## src/rtl/ring_pkg.sv

```systemverilog
// Purpose: shared state/step encodings and one-hot helpers for the ring observer.
// Latency: none; types and combinational functions only.
// Backpressure: none; nothing here holds state.
package ring_pkg;

  // Helpers take vectors zero-extended to this width, so rings up to 32 bits are supported.
  localparam int MAXW = 32;

  localparam logic [1:0] ST_SYNC_ENC   = 2'b00;
  localparam logic [1:0] ST_ACQ_ENC    = 2'b01;
  localparam logic [1:0] ST_LOCKED_ENC = 2'b10;
  localparam logic [1:0] ST_FAULT_ENC  = 2'b11;

  typedef enum logic [1:0] {
    ST_SYNC   = ST_SYNC_ENC,
    ST_ACQ    = ST_ACQ_ENC,
    ST_LOCKED = ST_LOCKED_ENC,
    ST_FAULT  = ST_FAULT_ENC
  } state_t;

  typedef enum logic [1:0] {
    STEP_ADV,
    STEP_HOLD,
    STEP_BAD_PAT,
    STEP_BAD_ORD
  } step_t;

  // Exactly one bit set; all-zero is not one-hot.
  function automatic logic is_onehot(input logic [MAXW-1:0] vec);
    return (vec != '0) && ((vec & (vec - MAXW'(1))) == '0);
  endfunction

  // Rotate the low 'width' bits left by one: bit i moves to i+1, bit width-1 wraps to 0.
  function automatic logic [MAXW-1:0] rotl1(input logic [MAXW-1:0] vec, input int width);
    logic [MAXW-1:0] r;
    r = '0;
    for (int i = 1; i < MAXW; i++) begin
      if (i < width) r[i] = vec[i-1];
    end
    for (int i = 0; i < MAXW; i++) begin
      if (i == width - 1) r[0] = vec[i];
    end
    return r;
  endfunction

endpackage

```

## src/rtl/ring_onehot_enc.sv

```systemverilog
// Purpose: one-hot to binary encoder for the sampled ring vector.
// Latency: combinational.
// Backpressure: none.
// Ports: onehot (WIDTH) in; phase ($clog2(WIDTH)) out, 0 unless onehot is one-hot;
//        phase_valid out, high when onehot has exactly one bit set.
module ring_onehot_enc
  import ring_pkg::*;
#(
  parameter int WIDTH = 4
) (
  input  logic [WIDTH-1:0]         onehot,
  output logic [$clog2(WIDTH)-1:0] phase,
  output logic                     phase_valid
);

  localparam int PW = $clog2(WIDTH);

  logic [MAXW-1:0] wide;

  always_comb begin
    wide = '0;
    wide[WIDTH-1:0] = onehot;
    phase_valid = is_onehot(wide);
    phase = '0;
    // OR of set-bit indices; only meaningful when one-hot, so forced to 0 otherwise.
    for (int i = 0; i < WIDTH; i++) begin
      if (onehot[i]) phase = phase | PW'(i);
    end
    if (!phase_valid) phase = '0;
  end

endmodule

```

## src/rtl/ring_monitor.sv

```systemverilog
// Purpose: observer of a one-hot ring counter: phase decode, lock FSM, revolution count, sticky errors.
// Latency: phase/phase_valid 1 cycle after ring_in; state/flags/rev_count 1 cycle after the step lands in s1.
// Backpressure: none; samples every cycle, never stalls the ring.
// Ports: clock, reset (async active-low), ring_in (WIDTH), clear (sync);
//        phase, phase_valid, rev_count, rev_pulse, locked, err_illegal, err_order, state.
module ring_monitor
  import ring_pkg::*;
#(
  parameter int WIDTH    = 4,
  parameter int REV_W    = 8,
  parameter int LOCK_CNT = 2
) (
  input  logic                     clock,
  input  logic                     reset,
  input  logic [WIDTH-1:0]         ring_in,
  input  logic                     clear,
  output logic [$clog2(WIDTH)-1:0] phase,
  output logic                     phase_valid,
  output logic [REV_W-1:0]         rev_count,
  output logic                     rev_pulse,
  output logic                     locked,
  output logic                     err_illegal,
  output logic                     err_order,
  output logic [1:0]               state
);

  localparam int GW = $clog2(LOCK_CNT + 1);

  logic [WIDTH-1:0] s1, s2;
  state_t           state_q, state_d;
  logic [GW-1:0]    good_q, good_d;
  logic [REV_W-1:0] rev_d;
  logic             pulse_d, eil_d, eor_d;
  step_t            step;
  logic [MAXW-1:0]  s1w, s2w;

  ring_onehot_enc #(.WIDTH(WIDTH)) u_enc (
    .onehot      (s1),
    .phase       (phase),
    .phase_valid (phase_valid)
  );

  // Two-stage sample: s1 is the current step, s2 the one before it.
  always_ff @(posedge clock or negedge reset) begin
    if (!reset) begin
      s1 <= '0;
      s2 <= '0;
    end else begin
      s1 <= ring_in;
      s2 <= s1;
    end
  end

  always_comb begin
    s1w = '0;
    s2w = '0;
    s1w[WIDTH-1:0] = s1;
    s2w[WIDTH-1:0] = s2;
    step = STEP_BAD_ORD;
    if (!phase_valid)                   step = STEP_BAD_PAT;
    else if (s1w == rotl1(s2w, WIDTH))  step = STEP_ADV;
    else if (s1 == s2)                  step = STEP_HOLD;
  end

  always_comb begin
    state_d = state_q;
    good_d  = good_q;
    rev_d   = rev_count;
    pulse_d = 1'b0;
    eil_d   = err_illegal;
    eor_d   = err_order;
    if (clear) begin
      state_d = ST_SYNC;
      good_d  = '0;
      rev_d   = '0;
      eil_d   = 1'b0;
      eor_d   = 1'b0;
    end else begin
      case (state_q)
        ST_SYNC: begin
          if (phase_valid) begin
            state_d = ST_ACQ;
            good_d  = '0;
          end
        end
        ST_ACQ: begin
          case (step)
            STEP_ADV: begin
              good_d = good_q + GW'(1);
              if (good_q + GW'(1) == GW'(LOCK_CNT)) state_d = ST_LOCKED;
            end
            STEP_HOLD: ;
            default: begin
              // Losing sync before lock is expected during bring-up, not an error.
              state_d = ST_SYNC;
              good_d  = '0;
            end
          endcase
        end
        ST_LOCKED: begin
          case (step)
            STEP_ADV: begin
              if (s1[0]) begin
                rev_d   = rev_count + REV_W'(1);
                pulse_d = 1'b1;
              end
            end
            STEP_HOLD: ;
            STEP_BAD_PAT: begin
              eil_d   = 1'b1;
              state_d = ST_FAULT;
            end
            default: begin
              eor_d   = 1'b1;
              state_d = ST_FAULT;
            end
          endcase
        end
        default: ; // FAULT holds everything until clear
      endcase
    end
  end

  always_ff @(posedge clock or negedge reset) begin
    if (!reset) begin
      state_q     <= ST_SYNC;
      good_q      <= '0;
      rev_count   <= '0;
      rev_pulse   <= 1'b0;
      err_illegal <= 1'b0;
      err_order   <= 1'b0;
    end else begin
      state_q     <= state_d;
      good_q      <= good_d;
      rev_count   <= rev_d;
      rev_pulse   <= pulse_d;
      err_illegal <= eil_d;
      err_order   <= eor_d;
    end
  end

  assign locked = (state_q == ST_LOCKED);
  assign state  = state_q;

endmodule

```

## config.mk

```make
export PLATFORM = sky130hd
export DESIGN_NAME = ring_monitor
export DESIGN_NICKNAME = d
export VERILOG_FILES = /design/src/rtl/ring_pkg.sv /design/src/rtl/ring_onehot_enc.sv /design/src/rtl/ring_monitor.sv
export SDC_FILE = /design/constraint.sdc
export NUM_CORES = 1
export LEC_CHECK = 0
export ABC_AREA = 1
export CELL_PAD_IN_SITES_DETAIL_PLACEMENT = 0
export CELL_PAD_IN_SITES_GLOBAL_PLACEMENT = 1
export CORE_MARGIN = 3
export CORE_UTILIZATION = 40
export CTS_CLUSTER_SIZE = 20
export DETAILED_ROUTE_END_ITERATION = 8
export PLACE_DENSITY = 0.89
export SETUP_SLACK_MARGIN = 0.1
export SLEW_MARGIN = 20
export SYNTH_ARGS = -nofsm -noshare
export SYNTH_HDL_FRONTEND = slang
export SYNTH_SLANG_ARGS = --single-unit
```

## constraint.sdc

```tcl
create_clock -name clock -period 2.7 [get_ports clock]
set_input_delay 0.405 -clock clock [delete_from_list [all_inputs] [get_ports clock]]
set_output_delay 0.405 -clock clock [all_outputs]
set_load 0.05 [all_outputs]
```

# [Word-level counts from Yosys, hierarchy flattened]
# Cells that the tools add are included.
[word_totals] input_bits=7 ff_bits=23 out_inout_bits=17
[classes] reduce_logical=18 add_sub_neg=3 n_bitwise=1 n_eq_ne=12 muxes=35
[ops] cell="bitwise AND 4 x 32 -> 32 bit" n=1
[ops] cell="logical NOT 32 bit" n=1
[ops] cell="two-way mux 8 bit" n=4
[ops] cell="two-way mux 2 bit" n=12
[ops] cell="two-way mux 1 bit" n=15
[ops] cell="one-hot mux 2 bit (2 select lines)" n=3
[ops] cell="!= test 3 bit (second input constant)" n=3
[ops] cell="adder 8 x 1 -> 8 bit (second input constant)" n=1
[ops] cell="equality test 4 bit" n=2
[ops] cell="nonzero test 2 bit" n=4
[ops] cell="nonzero test 4 bit" n=2
[ops] cell="equality test 2 bit (second input constant)" n=3
[ops] cell="one-hot mux 2 bit (3 select lines)" n=1
[ops] cell="AND reduction 3 bit" n=2
[ops] cell="AND reduction 5 bit" n=1
[ops] cell="subtractor 4 x 1 -> 5 bit (second input constant)" n=1
[ops] cell="equality test 2 x 1 -> 1 bit (second input constant)" n=2
[ops] cell="logical NOT 2 bit" n=2
[ops] cell="!= test 4 bit (second input constant)" n=1
[ops] cell="AND reduction 2 bit" n=2
[ops] cell="nonzero test 3 bit" n=1
[ops] cell="OR reduction 3 bit" n=1
[ops] cell="adder 2 x 1 -> 2 bit (second input constant)" n=1
[ops] cell="!= test 2 x 1 -> 1 bit (second input constant)" n=1
[ops] cell="2 further kinds" n=2

# [Longest topological paths before layout]
# Gate-level depths: netlist of the first run.
[logic_depth] ltp_word=13 depth_mapped=12

# [Cells and area by module]
# From an unflattened synthesis of the first run, not the netlist that was laid out.
[hier_totals] hier_cells=211 hier_area_um2=1451.4
[by_module_without_submodules] mod="ring_monitor" area_each_um2=1373.8 n_inst=1 cells_per_inst=191
[by_module_without_submodules] mod="ring_onehot_enc" area_each_um2=77.6 n_inst=1 cells_per_inst=20

# [Least setup slack after synthesis of the first run]
# No wires, ideal clock.
[synth_path] path_type="flip-flop to output port" from="register s1[0]" to="output port phase[0]" path_slack_ns=0.581 path_stages_with_launch=6 arrival_ns=1.714 cell_sequence="dfrtp_1 > nor2_1 > nand3_2 > nand2_4 > inv_4 > a21oi_1"
[synth_via] elab_chain_cells=5 elab_cells_between_ends=6
[synth_rtl] item="start: declaration" line="ring_monitor.sv:29" rtl="logic [WIDTH-1:0] s1, s2;"
[synth_rtl] item="start signal: assignment" line="ring_monitor.sv:49" rtl="s1 <= ring_in;"
[synth_rtl] item="subtractor 4 x 1 -> 5 bit" line="ring_pkg.sv:30" rtl="return (vec != '0) && ((vec & (vec - MAXW'(1))) == '0);"
[synth_rtl] item="bitwise AND 4 x 32 -> 32 bit" line="ring_pkg.sv:30"
[synth_rtl] item="logical NOT 32 bit" line="ring_pkg.sv:30"
[synth_rtl] item="logical AND 1 bit *" line="ring_pkg.sv:30"
[synth_rtl] item="named net phase_valid" line="ring_monitor.sv:18" rtl="output logic phase_valid,"
[synth_rtl] item="two-way mux 2 bit *" line="ring_onehot_enc.sv:29" rtl="if (!phase_valid) phase = '0;"
[synth_rtl] item="end: declaration" line="ring_monitor.sv:17" rtl="output logic [$clog2(WIDTH)-1:0] phase,"
# Mark *: on every way through the listed nets, which the timed path passes. The rest lies on a longest branch.

# [Worst setup path after layout of the first run]
[layout_path] from="register s1[0]" to="output port phase_valid"
[layout_via] elab_chain_cells=4 elab_cells_between_ends=5
[layout_rtl] item="subtractor 4 x 1 -> 5 bit" line="ring_pkg.sv:30"
[layout_rtl] item="bitwise AND 4 x 32 -> 32 bit" line="ring_pkg.sv:30"
[layout_rtl] item="logical NOT 32 bit" line="ring_pkg.sv:30"
[layout_rtl] item="logical AND 1 bit *" line="ring_pkg.sv:30"
[layout_rtl] item="end: declaration" line="ring_monitor.sv:18"
# Mark *: on every way between the ends. The rest lies on a longest branch, timed or not.

==> flow_metrics.py, run 1 <==
metrics = {
    "clock_tree": {
        "clockBufferDepth": 2,
        "cts_tree": "built",
        "cts_resized": 1,
        "clock_sinks": 23,
        "cts_setup_buffers": 0,
        "clkLatencyLatePin_ns": 0.31,
        "htreeDepth": 1,
        "root_buffer": "clkbuf_4",
        "cts_hold_buf": 0,
        "cts_made_buffers": 3,
        "clkTransAtPathRegs_ns": 0.13,
    },
    "route": {
        "drc": 0,
        "routedWlPerCell_um": 11.9,
        "drt_iter0_drc": 88,
        "via_per_inst": 4.74,
        "vias": 1176,
        "ant_nets": 0,
        "drt_wl_total_um": 2960,
        "drtPass1Iterations": 4,
    },
    "critical_path": {
        "worstPathRequired_ns": 2.30,
        "r2r_start": "s1[0]",
        "end_kind": "output port",
        "cp-start-kind": "flop",
        "critPathKind": "reg -> out",
        "critPathArrivalTime_ns": 2.03,
        "critical_path.max_fanout": 8,
        "startpoint": "s1[0]",
    },
    "synthesis": {
        "synth_mux_area_share_pct": 0,
        "synth_top_family_by_area": "simple AND/OR/NAND/NOR gates",
        "yosysSeqAreaShare_pct": 42.8,
        "synthSimpleGateAreaFrac_pct": 34.0,
        "syn_area_mm2": 0.00134,
        "syn_area_per_cell_um2": 7.64,
        "synth_cell_type_count": 28,
        "synth_warnings": 0,
        "synth-seq-cells": 23,
        "syn_nets": 188,
        "synth_compound_area_share_pct": 8.85,
        "synthCells": 176,
        "synth_xor_area_share_pct": 1.96,
        "synth_fa_ha_area_share_pct": 4.66,
    },
    "die": {
        "initial_core_util_pct": 43.0,
        "fp.dieArea_mm2": 0.00409,
        "die_x_um": 64.0,
        "core-area_mm2": 0.00313,
        "num_rows": 20,
        "chipHeight_um": 64.0,
        "ioPinCount": 24,
    },
    "sta": {
        "finalHoldWorstSlack_ns": 0.424,
        "tightest_slew_ns": 0.505,
        "fmax_ghz": 0.411,
        "min_period_ns": 2.43,
        "setup_viol": 0,
        "skew_ns": 0.00207,
        "period_share_pct": 90.2,
        "hold_viol": 0,
        "slew_headroom_pct": 66.3,
        "setup_tns_ns": 0,
        "drv_slew": 0,
        "rsz0062_at_grt": "false",
    },
    "power_and_ir_drop": {
        "p_leak_nw": 0.873,
        "p_per_area_mw_per_mm2": 446,
        "ir_worst_vdd_mv": 0.223,
    },
    "global_routing": {
        "grt_overflow": 0,
        "grt_pass1_wl_um": 5490,
        "grt_start_max_net_pins": 24,
        "grt_usage_pct": 16.7,
        "grt_pass1_vias": 1226,
        "antenna_found_initial": 0,
    },
    "run": {
        "drv_cap": 0,
    },
    "worst_hold_path": {
        "hp-class": "in -> async",
    },
    "outcome": {
        "status": "completed",
    },
    "final_layout": {
        "nets": 217,
        "layout_common_cells": "nand2_1 (67), dfrtp_1 (23), clkdlybuf4s50_1 (22), inv_1 (21), nor2_1 (13)",
        "drive_gt1_share_pct": 11.8,
        "n_antenna_cell": 0,
        "mostFrequentLayoutCell": "nand2_1",
        "synthToLayoutAreaGrowth_pct": 23.9,
    },
    "place": {
        "port_buffers": 23,
        "hpwl_um": 2350,
        "gp_congestion": 0.894,
    },
}
cells in the mapped netlist:
library cell   n  area [µm²]
a21boi_1       1        7.51
o21a_1         1        7.51
xnor2_1        2        17.5
nor2_8         1        20.0
o21ai_1        2        10.0
nand3_1        4        20.0
nor3_1         1        5.00
or2_2          1        6.26
inv_4          1        6.26
xor2_1         1        8.76
a31o_2         1        8.76
nand2_1       67         251
dfrtp_1       23         576
nand4_1        4        25.0
inv_1         21        78.8
o21ai_2        2        17.5
nor2_4         1        11.3
o31ai_1        2        15.0
o21ai_0        3        15.0
ha_1           5        62.6
o21bai_1       3        22.5
nand2_4        2        22.5
nand3b_1       1        7.51
nor2_1        13        48.8
inv_2          5        18.8
a21oi_1        3        15.0
nand2_2        3        18.8
nand3_2        2        20.0
kinds of logic (layout without fill, tap and decap cells):
| kind of cell | count (synthesis) | count (layout) |
|---|---|---|
| adder cells (fa/ha/maj) | 5 | 5 |
| XOR/XNOR | 3 | 3 |
| AO/OA/AOI/OAI | 18 | 18 |
| flip-flops | 23 | 23 |
| buffers and inverters | 27 | 55 |
| AND/OR/NAND/NOR | 100 | 100 |
state kept, by name, summed over array words and instances, names as in the netlist:
name / count
rev_count: 8
s1: 4
s2: 4
good_q: 2
state: 2
err_illegal: 1
err_order: 1
rev_pulse: 1
critical path: stages (launching register included):
cell and delay, ns:
dfrtp_1 0.49, nor2_1 0.17, nand3_2 0.13, nand2_4 0.12, clkdlybuf4s50_1 0.82
metal layers:
metal  wire length [µm]  track usage (%)  vias to the layer above
met5                  0                0                        -
met1               1270             20.1                      556
met3                 99             2.81                        2
li1                   -                -                      600
met4                 21             4.85                        0
met2               1570             30.2                       18
report_power, final:
part	switching, mW	internal, mW	leakage [nW]
sequential	0.0169	0.359	0.301
clock	0.107	0.0564	0.0139
combinational	0.133	0.0700	0.557
total	0.258	0.485	0.873
layout make-up:
type / instances / area, µm²
Fill cell: 309 / 1460
Multi-Input combinational cell: 126 / 664
Sequential cell: 23 / 576
Timing Repair Buffer: 24 / 236
Inverter: 27 / 104
Tap cell: 44 / 55.1
Clock buffer: 3 / 22.5
Clock inverter: 1 / 7.51
metrics by stage:
| step | cell area (µm²) | cells | power (mW) | utilization, % | setup WS (ns) |
|---|---|---|---|---|---|
| 2_1_floorplan | 1340 | 176 | 0.517 | - | 0.581 |
| 3_3_place_gp | 1640 | 244 | 0.582 | 52.3 | 0.479 |
| 3_5_place_dp | 1640 | 244 | 0.589 | 52.3 | 0.467 |
| 4_1_cts | 1670 | 248 | 0.755 | 53.2 | 0.256 |
| 5_1_grt | 1670 | 248 | 0.800 | 53.2 | 0.138 |
| 6_report | 1670 | 248 | 0.743 | 53.2 | 0.265 |
final timing paths:
kind                            cells past startpoint      endpoint  slack (ns)
worst max-delay path                                4   phase_valid        0.27
worst min-delay path                                2   err_illegal        0.42
worst max register to register                     10  rev_count[6]        1.09
worst min register to register                      0         s2[2]        0.50
max in group asynchronous                           2  rev_count[5]        2.04
min in group clock                                  0         s2[2]        0.50
No activity file was read; power rests on OpenSTA's default activity.
==> run 2, diff against run 1 <==
HOLD_SLACK_MARGIN = 0.03   (was default)
==> results of run 2 <==
No change in the layout: final DEF, timing and power equal those of run 1.
==> run 3, diff against run 2 <==
PLACE_DENSITY = default   (was 0.89)
PLACE_DENSITY_LB_ADDON = 0.1   (was default)
==> flow_metrics.py, run 3 (synthesis results as in run 1) <==
metrics = {
    "outcome": {
        "status": "completed",
    },
    "place": {
        "hpwl_um": 2230,
        "gp_congestion": 0.796,
        "dp_slack_ns": 0.422,
        "port_buffers": 23,
        "placed_cell_area_mm2": 0.00164,
        "dp_cells": 245,
    },
    "clock_tree": {
        "clock_sinks": 23,
        "clkTransAtPathRegs_ns": 0.13,
        "cts_hold_buf": 0,
        "htreeDepth": 1,
        "clkLatencyLatePin_ns": 0.31,
        "root_buffer": "clkbuf_4",
        "clockBufferDepth": 2,
        "cts_tree": "built",
        "cts_made_buffers": 3,
    },
    "global_routing": {
        "antenna_found_initial": 0,
        "grt_overflow": 0,
        "grt_pass1_vias": 1095,
        "grt_usage_pct": 15.6,
        "grt_pass1_wl_um": 5050,
        "grt_start_max_net_pins": 24,
    },
    "route": {
        "drt_wl_total_um": 2800,
        "routedWlPerCell_um": 11.2,
        "vias": 1169,
        "drc": 0,
        "drtPass1Iterations": 4,
        "via_per_inst": 4.69,
        "drt_iter0_drc": 60,
        "ant_nets": 0,
    },
    "final_layout": {
        "mostFrequentLayoutCell": "nand2_1",
        "synthToLayoutAreaGrowth_pct": 24.3,
        "largest_reg_flops": 8,
        "drive_gt1_share_pct": 12.2,
        "post-route-util_pct": 53.4,
        "layout_common_cells": "nand2_1 (67), dfrtp_1 (23), clkdlybuf4s50_1 (22), inv_1 (21), nor2_1 (13)",
        "finalNonFillerCells": 249,
        "nets": 218,
        "reg_top3": "rev_count: 8 flops, s1: 4 flops, s2: 4 flops",
        "top_register": "rev_count",
        "n_antenna_cell": 0,
        "fill_cells": 321,
        "fin_area_mm2": 0.00167,
    },
    "sta": {
        "slew_headroom_pct": 65.2,
        "drv_slew": 0,
        "tightest_slew_ns": 0.521,
        "min_period_ns": 2.46,
        "skew_ns": 0.00441,
        "hold_viol": 0,
        "setup_tns_ns": 0,
        "setup_slack_ns": 0.237,
        "period_share_pct": 91.2,
        "fmax_ghz": 0.406,
        "setup_viol": 0,
        "rsz0062_at_grt": "false",
    },
    "critical_path": {
        "r2r_cells": 10,
        "end_kind": "output port",
        "critPathArrivalTime_ns": 2.06,
        "r2r_start": "s1[0]",
        "worstPathRequired_ns": 2.30,
        "r2r_slack_ns": 1.10,
        "critical_path.max_fanout": 8,
        "cp-start-kind": "flop",
        "critPathKind": "reg -> out",
        "timing.rr.end": "rev_count[5]",
    },
    "die": {
        "fp.dieArea_mm2": 0.00409,
        "ioPinCount": 24,
        "chipHeight_um": 64.0,
        "die_x_um": 64.0,
        "core-area_mm2": 0.00313,
        "num_rows": 20,
        "initial_core_util_pct": 43.0,
    },
    "power_and_ir_drop": {
        "p_leak_nw": 0.881,
        "p_per_area_mw_per_mm2": 441,
        "ir_worst_vdd_mv": 0.315,
    },
    "worst_hold_path": {
        "hp-class": "in -> async",
    },
    "run": {
        "drv_cap": 0,
    },
}
==> run 3: worst max-delay path by stage <==
stage / slack, ns / start / to / cells after the start
final: 0.24 / s1[0] / phase_valid / 4
after global routing: 0.13 / s1[0] / phase_valid / 4
after CTS: 0.20 / s1[0] / phase_valid / 4
after detailed placement: 0.42 / s1[0] / phase[0] / 6
after global placement: 0.46 / s1[0] / phase[0] / 6
after floorplan: 0.58 / s1[0] / phase[0] / 5
==> run 3: power by group <==
| group | internal [mW] | switching (mW) | leakage (nW) |
|---|---|---|---|
| Clock | 0.0554 | 0.106 | 0.0177 |
| Combinational | 0.0711 | 0.128 | 0.562 |
| Sequential | 0.359 | 0.0166 | 0.301 |
| Total | 0.485 | 0.251 | 0.881 |
==> run 3: per-stage QoR <==
step / power, mW / hold WS, ns
2_1_floorplan: 0.517 / 0.109
3_3_place_gp: 0.584 / 0.460
3_5_place_dp: 0.584 / 0.470
4_1_cts: 0.750 / 0.427
5_1_grt: 0.792 / 0.445
6_report: 0.736 / 0.434
==> run 3: repair_timing <==
item                                    in CTS  in global routing
endpoints found under the setup margin       1                  0
setup buffers                                0                  0
resized for setup                            1                  0
==> run 3: critical path: stages (launching register included) <==
cell and delay [ns]:
dfrtp_1 0.48, nor2_1 0.16, nand3_2 0.14, nand2_4 0.13, clkdlybuf4s50_1 0.83
==> run 3: layer usage <==
layer | up-vias | wire (µm) | track usage, % | share of wire (%)
li1 | 608 | - | - | -
met1 | 541 | 1470 | 22.1 | 52
met2 | 18 | 1210 | 23.9 | 43
met3 | 2 | 110 | 4.75 | 3.9
met4 | 0 | 15 | 2.43 | 0.54
met5 | - | 0 | 0 | 0
==> run 3: area by class of cell <==
cell class	count	area [µm²]	area share, %
tap	44	55.1	3.30
timing repair buffer	25	244	14.6
clock inverter	1	5.00	0.300
multi-input combinational	126	664	39.8
clock buffer	3	22.5	1.35
inverter	27	104	6.22
sequential	23	576	34.5
